===== src/rtl/mips_trace_capture_pkg.sv =====
// Shared types and entry layout for the MIPS debug-port trace capture block.
package mips_trace_capture_pkg;

  typedef enum logic [1:0] {
    ST_IDLE    = 2'd0,
    ST_ARMED   = 2'd1,
    ST_CAPTURE = 2'd2,
    ST_DRAIN   = 2'd3
  } state_t;

  localparam int unsigned DEF_DEPTH = 16;
  localparam int unsigned DEF_AW    = 4;
  localparam int unsigned DEF_SW    = 16;

  localparam int unsigned PC_W   = 32;
  localparam int unsigned DATA_W = 32;

  // Entry layout, MSB to LSB: {pc, data, stamp}
  localparam int unsigned STAMP_LSB = 0;

  function automatic int unsigned entry_w(input int unsigned sw);
    return PC_W + DATA_W + sw;
  endfunction

  function automatic int unsigned data_lsb(input int unsigned sw);
    return sw;
  endfunction

  function automatic int unsigned pc_lsb(input int unsigned sw);
    return sw + DATA_W;
  endfunction

  localparam int unsigned ENTRY_W = PC_W + DATA_W + DEF_SW;

endpackage


===== src/rtl/mips_trace_capture_if.sv =====
// Host read port of the trace capture block: valid/ready entry stream.
interface mips_trace_capture_if #(
  parameter int unsigned SW = 16
) ();

  logic          RD_VALID;
  logic          RD_READY;
  logic [31:0]   RD_PC;
  logic [31:0]   RD_DATA;
  logic [SW-1:0] RD_STAMP;

  modport master (
    output RD_VALID,
    output RD_PC,
    output RD_DATA,
    output RD_STAMP,
    input  RD_READY
  );

  modport slave (
    input  RD_VALID,
    input  RD_PC,
    input  RD_DATA,
    input  RD_STAMP,
    output RD_READY
  );

endinterface


===== src/rtl/mips_trace_capture_trace_buffer.sv =====
// Trace entry storage: synchronous write, asynchronous read, no reset on contents.
module trace_buffer #(
  parameter int unsigned DEPTH = 16,
  parameter int unsigned AW    = 4,
  parameter int unsigned EW    = 80
) (
  input  logic          CLK,
  input  logic          we,
  input  logic [AW-1:0] waddr,
  input  logic [EW-1:0] wdata,
  input  logic [AW-1:0] raddr,
  output logic [EW-1:0] rdata
);

  logic [EW-1:0] mem [DEPTH];

  // Write one entry per enabled cycle
  always_ff @(posedge CLK) begin
    if (we) begin
      mem[waddr] <= wdata;
    end
  end

  assign rdata = mem[raddr];

endmodule


===== src/rtl/mips_trace_capture.sv =====
// Debug-port trace capture: arm, trigger on PC match, record a window of
// PC/Result/stamp entries, then let the host drain them over a valid/ready port.
module mips_trace_capture
  import mips_trace_capture_pkg::*;
#(
  parameter int unsigned DEPTH = DEF_DEPTH,
  parameter int unsigned AW    = DEF_AW,
  parameter int unsigned SW    = DEF_SW
) (
  input  logic                 CLK,
  input  logic                 RESET,
  input  logic [31:0]          ADDRESS,
  input  logic [31:0]          DATA,
  input  logic [31:0]          TRIG_PC,
  input  logic                 ARM,
  mips_trace_capture_if.master rd,
  output logic [AW:0]          COUNT,
  output logic [31:0]          TRIG_WAIT,
  output logic                 HALTED,
  output logic [1:0]           STATE
);

  localparam int unsigned EW      = entry_w(SW);
  localparam int unsigned PC_LSB  = pc_lsb(SW);
  localparam int unsigned DAT_LSB = data_lsb(SW);
  localparam logic [AW:0] DEPTH_C = (AW + 1)'(DEPTH);
  localparam logic [AW:0] ONE_C   = (AW + 1)'(1);

  state_t        state_q;
  logic [AW:0]   count_q;
  logic [AW:0]   rd_ptr_q;
  logic [31:0]   trig_wait_q;
  logic [SW-1:0] stamp_q;
  logic          halted_q;
  logic [31:0]   prev_addr_q;

  logic          match;
  logic          self_jump;
  logic          arm_restart;
  logic          wr_en;
  logic [SW-1:0] wr_stamp;
  logic [EW-1:0] wr_data;
  logic [EW-1:0] rd_entry;
  logic          rd_valid;
  logic          rd_xfer;

  assign match       = (ADDRESS == TRIG_PC);
  assign self_jump   = (ADDRESS == prev_addr_q);
  // ARM restarts from any state except DRAIN, and beats a same-cycle trigger
  assign arm_restart = ARM && (state_q != ST_DRAIN);
  assign wr_en       = !ARM && (((state_q == ST_ARMED) && match) ||
                                ((state_q == ST_CAPTURE) && !self_jump));
  // The trigger entry is stamped 0; stamp_q already holds 1 on the next cycle
  assign wr_stamp    = (state_q == ST_ARMED) ? '0 : stamp_q;
  assign wr_data     = {ADDRESS, DATA, wr_stamp};

  assign rd_valid = (state_q == ST_DRAIN) && (rd_ptr_q < count_q);
  assign rd_xfer  = rd_valid && rd.RD_READY;

  trace_buffer #(
    .DEPTH (DEPTH),
    .AW    (AW),
    .EW    (EW)
  ) u_buffer (
    .CLK   (CLK),
    .we    (wr_en),
    .waddr (count_q[AW-1:0]),
    .wdata (wr_data),
    .raddr (rd_ptr_q[AW-1:0]),
    .rdata (rd_entry)
  );

  // Previous-cycle PC for self-jump halt detection
  always_ff @(posedge CLK or posedge RESET) begin
    if (RESET) begin
      prev_addr_q <= '0;
    end else begin
      prev_addr_q <= ADDRESS;
    end
  end

  // Capture FSM with trigger-wait, stamp, count and read-pointer bookkeeping
  always_ff @(posedge CLK or posedge RESET) begin
    if (RESET) begin
      state_q     <= ST_IDLE;
      count_q     <= '0;
      rd_ptr_q    <= '0;
      trig_wait_q <= '0;
      stamp_q     <= '0;
      halted_q    <= 1'b0;
    end else if (arm_restart) begin
      state_q     <= ST_ARMED;
      count_q     <= '0;
      rd_ptr_q    <= '0;
      trig_wait_q <= '0;
      stamp_q     <= '0;
      halted_q    <= 1'b0;
    end else begin
      unique case (state_q)
        ST_IDLE: ;
        ST_ARMED: begin
          if (trig_wait_q != '1) begin
            trig_wait_q <= trig_wait_q + 32'd1;
          end
          if (match) begin
            count_q <= ONE_C;
            stamp_q <= SW'(1);
            state_q <= ST_CAPTURE;
          end
        end
        ST_CAPTURE: begin
          if (stamp_q != '1) begin
            stamp_q <= stamp_q + SW'(1);
          end
          if (self_jump) begin
            halted_q <= 1'b1;
            state_q  <= ST_DRAIN;
          end else begin
            count_q <= count_q + ONE_C;
            if ((count_q + ONE_C) == DEPTH_C) begin
              state_q <= ST_DRAIN;
            end
          end
        end
        ST_DRAIN: begin
          if (!rd_valid) begin
            state_q <= ST_IDLE;
          end else if (rd_xfer) begin
            rd_ptr_q <= rd_ptr_q + ONE_C;
            if ((rd_ptr_q + ONE_C) == count_q) begin
              state_q <= ST_IDLE;
            end
          end
        end
      endcase
    end
  end

  // Read port: entries shown straight from storage, zero when nothing is offered
  always_comb begin
    rd.RD_VALID = rd_valid;
    rd.RD_PC    = '0;
    rd.RD_DATA  = '0;
    rd.RD_STAMP = '0;
    if (rd_valid) begin
      rd.RD_PC    = rd_entry[PC_LSB +: 32];
      rd.RD_DATA  = rd_entry[DAT_LSB +: 32];
      rd.RD_STAMP = rd_entry[STAMP_LSB +: SW];
    end
  end

  assign COUNT     = count_q;
  assign TRIG_WAIT = trig_wait_q;
  assign HALTED    = halted_q;
  assign STATE     = state_q;

endmodule

===== src/flat_wrapper.sv =====
// flat-port wrapper written by rule: the top's interface ports become plain ports
module mips_trace_capture_flat import mips_trace_capture_pkg::*;
#(
  parameter int unsigned DEPTH = DEF_DEPTH,
  parameter int unsigned AW    = DEF_AW,
  parameter int unsigned SW    = DEF_SW
)
  (CLK, RESET, ADDRESS, DATA, TRIG_PC, ARM, COUNT, TRIG_WAIT, HALTED, STATE, rd_RD_VALID, rd_RD_PC, rd_RD_DATA, rd_RD_STAMP, rd_RD_READY);
  mips_trace_capture_if #(.SW(SW)) rd_i ();
  input  logic CLK;
  input  logic RESET;
  input  logic [31:0] ADDRESS;
  input  logic [31:0] DATA;
  input  logic [31:0] TRIG_PC;
  input  logic ARM;
  output logic [AW:0] COUNT;
  output logic [31:0] TRIG_WAIT;
  output logic HALTED;
  output logic [1:0] STATE;
  output wire logic [$bits(rd_i.RD_VALID)-1:0] rd_RD_VALID;
  output wire logic [$bits(rd_i.RD_PC)-1:0] rd_RD_PC;
  output wire logic [$bits(rd_i.RD_DATA)-1:0] rd_RD_DATA;
  output wire logic [$bits(rd_i.RD_STAMP)-1:0] rd_RD_STAMP;
  input wire logic [$bits(rd_i.RD_READY)-1:0] rd_RD_READY;
  assign rd_RD_VALID = rd_i.RD_VALID;
  assign rd_RD_PC = rd_i.RD_PC;
  assign rd_RD_DATA = rd_i.RD_DATA;
  assign rd_RD_STAMP = rd_i.RD_STAMP;
  assign rd_i.RD_READY = rd_RD_READY;
  mips_trace_capture #(.DEPTH(DEPTH), .AW(AW), .SW(SW)) u_core (.CLK(CLK), .RESET(RESET), .ADDRESS(ADDRESS), .DATA(DATA), .TRIG_PC(TRIG_PC), .ARM(ARM), .rd(rd_i), .COUNT(COUNT), .TRIG_WAIT(TRIG_WAIT), .HALTED(HALTED), .STATE(STATE));
endmodule

===== config.mk =====
export PLATFORM = sky130hd
export DESIGN_NAME = mips_trace_capture_flat
export DESIGN_NICKNAME = d
export VERILOG_FILES = /design/src/rtl/mips_trace_capture_pkg.sv /design/src/rtl/mips_trace_capture_if.sv /design/src/rtl/mips_trace_capture_trace_buffer.sv /design/src/rtl/mips_trace_capture.sv /design/src/flat_wrapper.sv
export SDC_FILE = /design/constraint.sdc
export NUM_CORES = 1
export LEC_CHECK = 0
export ABC_AREA = 1
export CORE_MARGIN = 2
export CORE_UTILIZATION = 55
export DETAILED_ROUTE_END_ITERATION = 12
export HOLD_SLACK_MARGIN = 0.15
export MAX_ROUTING_LAYER = met4
export PLACE_DENSITY_LB_ADDON = 0.1
export REMOVE_ABC_BUFFERS = 1
export SKIP_LAST_GASP = 1
export SLEW_MARGIN = 20
export SYNTH_ARGS = -nofsm -noshare
export SYNTH_HDL_FRONTEND = slang
export SYNTH_SLANG_ARGS = --single-unit

===== constraint.sdc =====
create_clock -name CLK -period 5.5 [get_ports CLK]
set_input_delay 0.55 -clock CLK [delete_from_list [all_inputs] [get_ports CLK]]
set_output_delay 0.55 -clock CLK [all_outputs]
set_load 0.01 [all_outputs]

# After elaboration in Yosys (flattened, before gate mapping)
# Memory sizes are Yosys's and may differ from the RTL's.
# Index checks and enable logic that the tools add are counted.
# totals
reg_bits,93
latchBits,0
mem_bits_rw,1280
romBits,0
output_inout_bits,121
memories,1
# op_classes
add_sub_neg,4
multipliers,0
div_mod_pow,0
n_lt_le_gt_ge,1
n_eq_ne,16
n_shift,0
n_mux,32
bitwise,0
n_reduce_logical,24
# memory_table
name,words,width,read_ports,rd_clocked_by_memory_dff,write_ports,line_no,rtl
u_core.u_buffer.mem,16,80,1,0,1,mips_trace_capture_trace_buffer.sv:15,logic [EW-1:0] mem [DEPTH];
# ops
op,n
32-bit 2-to-1 mux,5
16-bit 2-to-1 mux,5
32-bit equality test,2
5-bit 2-to-1 mux,7
32-bit by 1-bit adder with 32-bit output (second input constant),1
32-bit inequality test (second input constant),1
16-bit one-hot mux with 2 select lines,1
16-bit by 1-bit adder with 16-bit output (second input constant),1
16-bit inequality test (second input constant),1
2-bit 2-to-1 mux,7
2-bit nonzero test,7
5-bit by 1-bit adder with 5-bit output (second input constant),2
5-bit one-hot mux with 2 select lines,1
3-bit AND reduction,3
4-bit by 3-bit inequality test with 1-bit output (second input constant),2
1-bit logical AND,6
2-bit one-hot mux with 3 select lines,1
5-bit equality test,1
5-bit equality test (second input constant),1
5-bit < comparator,1
1-bit 2-to-1 mux,5
5-bit AND reduction,1
2-bit equality test (second input constant),2
4-bit by 2-bit inequality test with 1-bit output (second input constant),1
10 further kinds,12

# Depth between registers and ports, before layout
# logic_depth
ltp_word,7
mapped_depth,14
depth_no_buf,13

# Modules after synthesis
# Synthesis repeated with hierarchy kept, for this count alone.
# hier_totals
hier_cells,6143
hier_area_um2,61168.7
# modules_own_cells
mod,n_inst,cells_each,area_per_inst_um2
trace_buffer,1,5175,54593.6
mips_trace_capture,1,968,6575.1

# Worst setup path after synthesis
# OpenSTA, ideal clock, no wires.
# synth_timing
kind,input -> register
startpoint,input port TRIG_PC[30]
endpoint,"memory u_core.u_buffer.mem[10][0], enable pin"
arrival_time_ns,4.835
t_required_ns,4.981
path_slack_ns,0.147
stages,10
path_buffers,1
cell_sequence,xnor2_1 nand2_1 nor2_1 nand2_1 nor2_1 nand2_1 o21ai_0 nand2_1 buf_2 nor2_1
# synth_between
elab_chain_cells,6
# synth_rtl
item,line_no,rtl
"start, declared",flat_wrapper.sv:14,input logic [31:0] TRIG_PC;
32-bit equality test,mips_trace_capture.sv:47,assign match = (ADDRESS == TRIG_PC);
1-bit logical AND,mips_trace_capture.sv:51,assign wr_en = !ARM && (((state_q == ST_ARMED) && match) ||
1-bit logical OR,mips_trace_capture.sv:51,
1-bit logical AND,mips_trace_capture.sv:51,
1-bit 2-to-1 mux,mips_trace_capture_trace_buffer.sv:19,if (we) begin
1-bit 2-to-1 mux (implied by the code),mips_trace_capture_trace_buffer.sv:20,mem[waddr] <= wdata;
"end, declared",mips_trace_capture_trace_buffer.sv:15,
# Every way passes these cells.

# Worst setup path after layout
# layout_timing
startpoint,register u_core.rd_ptr_q[3]
endpoint,output port rd_RD_STAMP[11]
# layout_between
elab_chain_cells,3
elab_cells_between_ends,4
# layout_rtl
item,line_no,rtl
"start, declared",mips_trace_capture.sv:31,logic [AW:0] rd_ptr_q;
"start signal, assigned",mips_trace_capture.sv:129,rd_ptr_q <= rd_ptr_q + ONE_C;
5-bit < comparator,mips_trace_capture.sv:57,assign rd_valid = (state_q == ST_DRAIN) && (rd_ptr_q < count_q);
1-bit logical AND,mips_trace_capture.sv:57,
16-bit 2-to-1 mux *,mips_trace_capture.sv:145,if (rd_valid) begin
"end, declared",flat_wrapper.sv:23,output wire logic [$bits(rd_i.RD_STAMP)-1:0] rd_RD_STAMP;
# Every way passes the cells marked *; elsewhere a longest branch is shown, timed or not.

==> results.cfg <==
[drt]
drt-total-wl_um = 145000
drtIter0Drc = 4113
drc_errors = 0
antenna_left = 0
wl_met1_um = 63200
wl_per_instance_um = 23.5
num_vias = 36700
drt_pass1_iterations = 5
met3_wirelength_um = 11100
vias_per_inst = 5.93
met2_length_um = 67500
dr.max_layer_used = met4

[timing]
clock_skew_ns = 0.0241
period_minus_slack_ns = 4.92
slew_violations = 0
timing.slew.headroom_pct = 27.0
worst_slew_pin_slew_ns = 1.09
fin_setup_tns_ns = 0
final-hold-violation-count = 0
rsz0062_at_grt = false
finalSetupViolCount = 0
postLayoutSetupSlackWorst_ns = 0.583
hold-worst-slack_ns = 0.300
fmax_ghz = 0.203
timing.final.crit_share_pct = 89.4

[synthesis]
synthFlopType = edfxtp_1
synth-edff-count = 1280
synth-seq-area-share_pct = 72.7
ys_seq_elements = 1373
syn_inst = 4531
count_of_synthesis_stage_warnings_from_yosys = 0
post_syn_area_um2 = 56100
synth-async-reset-ratio_pct = 6.77
synth.distinct_cells = 45
avg_cell_area_syn_um2 = 12.4

[critical_path]
crit_path_launch = u_core.rd_ptr_q[3]
timing.rr.end = u_core.u_buffer.mem[10][24]
cpPeakStageDelay_ns = 0.80
setup.reg_to_reg.worst_slack_ns = 1.64
critPathLaunchType = flop
worstRegToRegCells = 7
crit_end = rd_RD_STAMP[11]
timing.critical_path.mode_cell = o21ai_0
critical_path_required_ns = 4.95
critical_path.cell_chain = ha_1 -> nand2_1 -> inv_1 -> o21ai_0 -> o211ai_1 -> nor2_4 -> buf_4 -> o21ai_0 -> nor2_1 -> clkdlybuf4s50_1
path_class = reg2out
endpoint_kind = primary output
r2r-start = u_core.STATE[1]
timing.critical_path.arrival_ns = 4.37
critPathSlowestCell = dfrtp_4
crit_fanout = 38

[power]
power_uw = 26000
ir_worst_vdd_v = 0.000307
power_per_cell_area_nw_per_um2 = 404
leakage_power_uw = 0.0223

[die]
die_y_um = 323
dieWidth_um = 323
row_count = 117
floorplan.initialDensity_pct = 55.3
design.portCount = 221
fp.dieArea_um2 = 104000
design.core.area_um2 = 101000

[flow_run]
drv_cap = 0

[clock_network]
numCtsBuffers = 140
numClockSinks = 1373
post_cts_resize_count = 0
clk_root_buffer_cell = clkbuf_16
cts-hold-fix-buffers = 0
ctsHtreeMaxLevel = 4
cts_setup_buffers = 0
clock_latency_ns = 0.75
cts.path.max_buffers = 3
clkSlewWorstSetupHoldPaths_ns = 0.06
tritoncts_clock_tree = built

[placement]
dp_hpwl_um = 78000
post-place-ws_ns = 0.928
gp_congestion = 0.815
numPortBuffers = 220

[global_route]
grtUsageTotal_pct = 28.8
first_global_vias = 35200
antenna_violations_before_repair = 4
grt_first_pass_wirelength_um = 219000
grt_overflow = 0
pin_count_of_the_biggest_net_entering_global_routing = 188

[finish]
drive_above_1_share_pct = 7.39
fin_nets = 4822
final_core_utilization_pct = 63.5
flow.area_growth_from_synthesis_pct = 15.0

[run_status]
run_status = complete, no violations

[min_path]
hold_class = in2async
[per-stage QoR]
step / cells / instance area, µm²
global route: 6186 / 64400
finish: 6186 / 64400
floorplan: 4239 / 54800
CTS: 6184 / 64400
global placement: 5933 / 59900
detailed placement: 5933 / 59900
[layout by cell type, fill, tap and decap left out, types with 17 or more instances in the layout]
cell type        count
o31ai_1             28
clkinv_1            30
clkbuf_16          147
a21oi_1            622
nand4_1             22
nor2_4              19
o311ai_0            47
nor2_1             167
nand3_1            114
inv_1               91
clkdlybuf4s50_1    220
edfxtp_1          1280
xor2_1              18
buf_4               91
nand2_1           1259
clkbuf_1            31
o21ai_0             39
a22oi_1            160
nor3_1              17
a32o_1              23
dfrtp_1             89
a221oi_1            80
o211ai_1            24
xnor2_1             60
[layer usage]
layer | vias to the layer above | global-route usage (%)
li1 | 16900 | -
met1 | 18200 | 41.0
met2 | 1455 | 42.8
met3 | 230 | 4.83
met4 | 0 | 8.84
met5 | - | -
[worst min path at each step]
stage	endpoint	slack [ns]	cells after the start
floorplan	u_core.stamp_q[15]	0.46	2
global placement	u_core.stamp_q[15]	0.47	2
detailed placement	u_core.stamp_q[15]	0.49	2
CTS	u_core.prev_addr_q[0]	0.33	2
global route	u_core.prev_addr_q[0]	0.36	2
finish	u_core.prev_addr_q[0]	0.30	2
[layout make-up]
cell class              instances  area [µm²]
flip-flops and latches       1373       40800
clock inverters                69         662
multi-input cells            2766       13800
repair buffers                326        3190
well taps                    1368        1710
inverters                     100         400
fillers                      7704       37000
clock buffers                 182        3850
diodes                          2        5.00
[flip-flops by register name (all words and copies together) (netlist names)]
name	flops
u_core.prev_addr_q	32
u_core.stamp_q	16
u_core.u_buffer.mem	1280
u_core.STATE	2
u_core.TRIG_WAIT	32
u_core.rd_ptr_q	5
u_core.COUNT	5
u_core.HALTED	1
[cells by family (layout without fill, tap and decap cells)]
logic type	Yosys count	in the layout	share of synthesized area (%)
xor+xnor	78	78	1.22
flops	1373	1373	72.7
buf+inv	392	677	2.83
other cells	0	2	0
compound gates	1039	1039	11.3
fa+ha+maj	15	15	0.335
simple gates	1634	1634	11.6
[worst max-delay path, delay by kind of cell, from the launching register on]
kind	cells	cell delay, ns
buffers and inverters	3	1.29
flip-flops	1	0.80
adder cells (fa/ha/maj)	1	0.35
AO/OA/AOI/OAI	3	0.44
AND/OR/NAND/NOR	3	0.73
[synth_stat cells, types with 2 or more instances]
| master | count | area (µm²) |
|---|---|---|
| nor2_4 | 2 | 22.5 |
| nand4_1 | 22 | 138 |
| o21ai_1 | 11 | 55.1 |
| nand2_1 | 1259 | 4730 |
| nor3_1 | 17 | 85.1 |
| a32o_1 | 23 | 230 |
| inv_2 | 6 | 22.5 |
| nor2_1 | 192 | 721 |
| nor4_1 | 2 | 12.5 |
| clkbuf_1 | 197 | 739 |
| xnor2_1 | 60 | 526 |
| or2_2 | 3 | 18.8 |
| a22oi_1 | 160 | 1200 |
| o211ai_1 | 24 | 180 |
| buf_1 | 22 | 82.6 |
| buf_2 | 68 | 340 |
| nand3b_1 | 4 | 30.0 |
| nand2_2 | 9 | 56.3 |
| ha_1 | 15 | 188 |
| nand3_1 | 114 | 571 |
| o21ai_0 | 39 | 195 |
| a21oi_1 | 622 | 3110 |
| buf_4 | 3 | 22.5 |
| dfrtp_1 | 93 | 2330 |
| edfxtp_1 | 1280 | 38400 |
| a221oi_1 | 80 | 701 |
| o311ai_0 | 47 | 412 |
| o22ai_1 | 3 | 18.8 |
| xor2_1 | 18 | 158 |
| inv_1 | 93 | 349 |
| nor2_2 | 2 | 12.5 |
| o31ai_1 | 28 | 210 |
[power breakdown]
group	leakage (µW)	switching, µW	internal [µW]
Combinational	0.00715	3410	1490
Clock	0.00220	3900	5490
Sequential	0.0130	112	11600
Total	0.0223	7420	18600
Note: power is estimated with default switching activity, not from simulation.
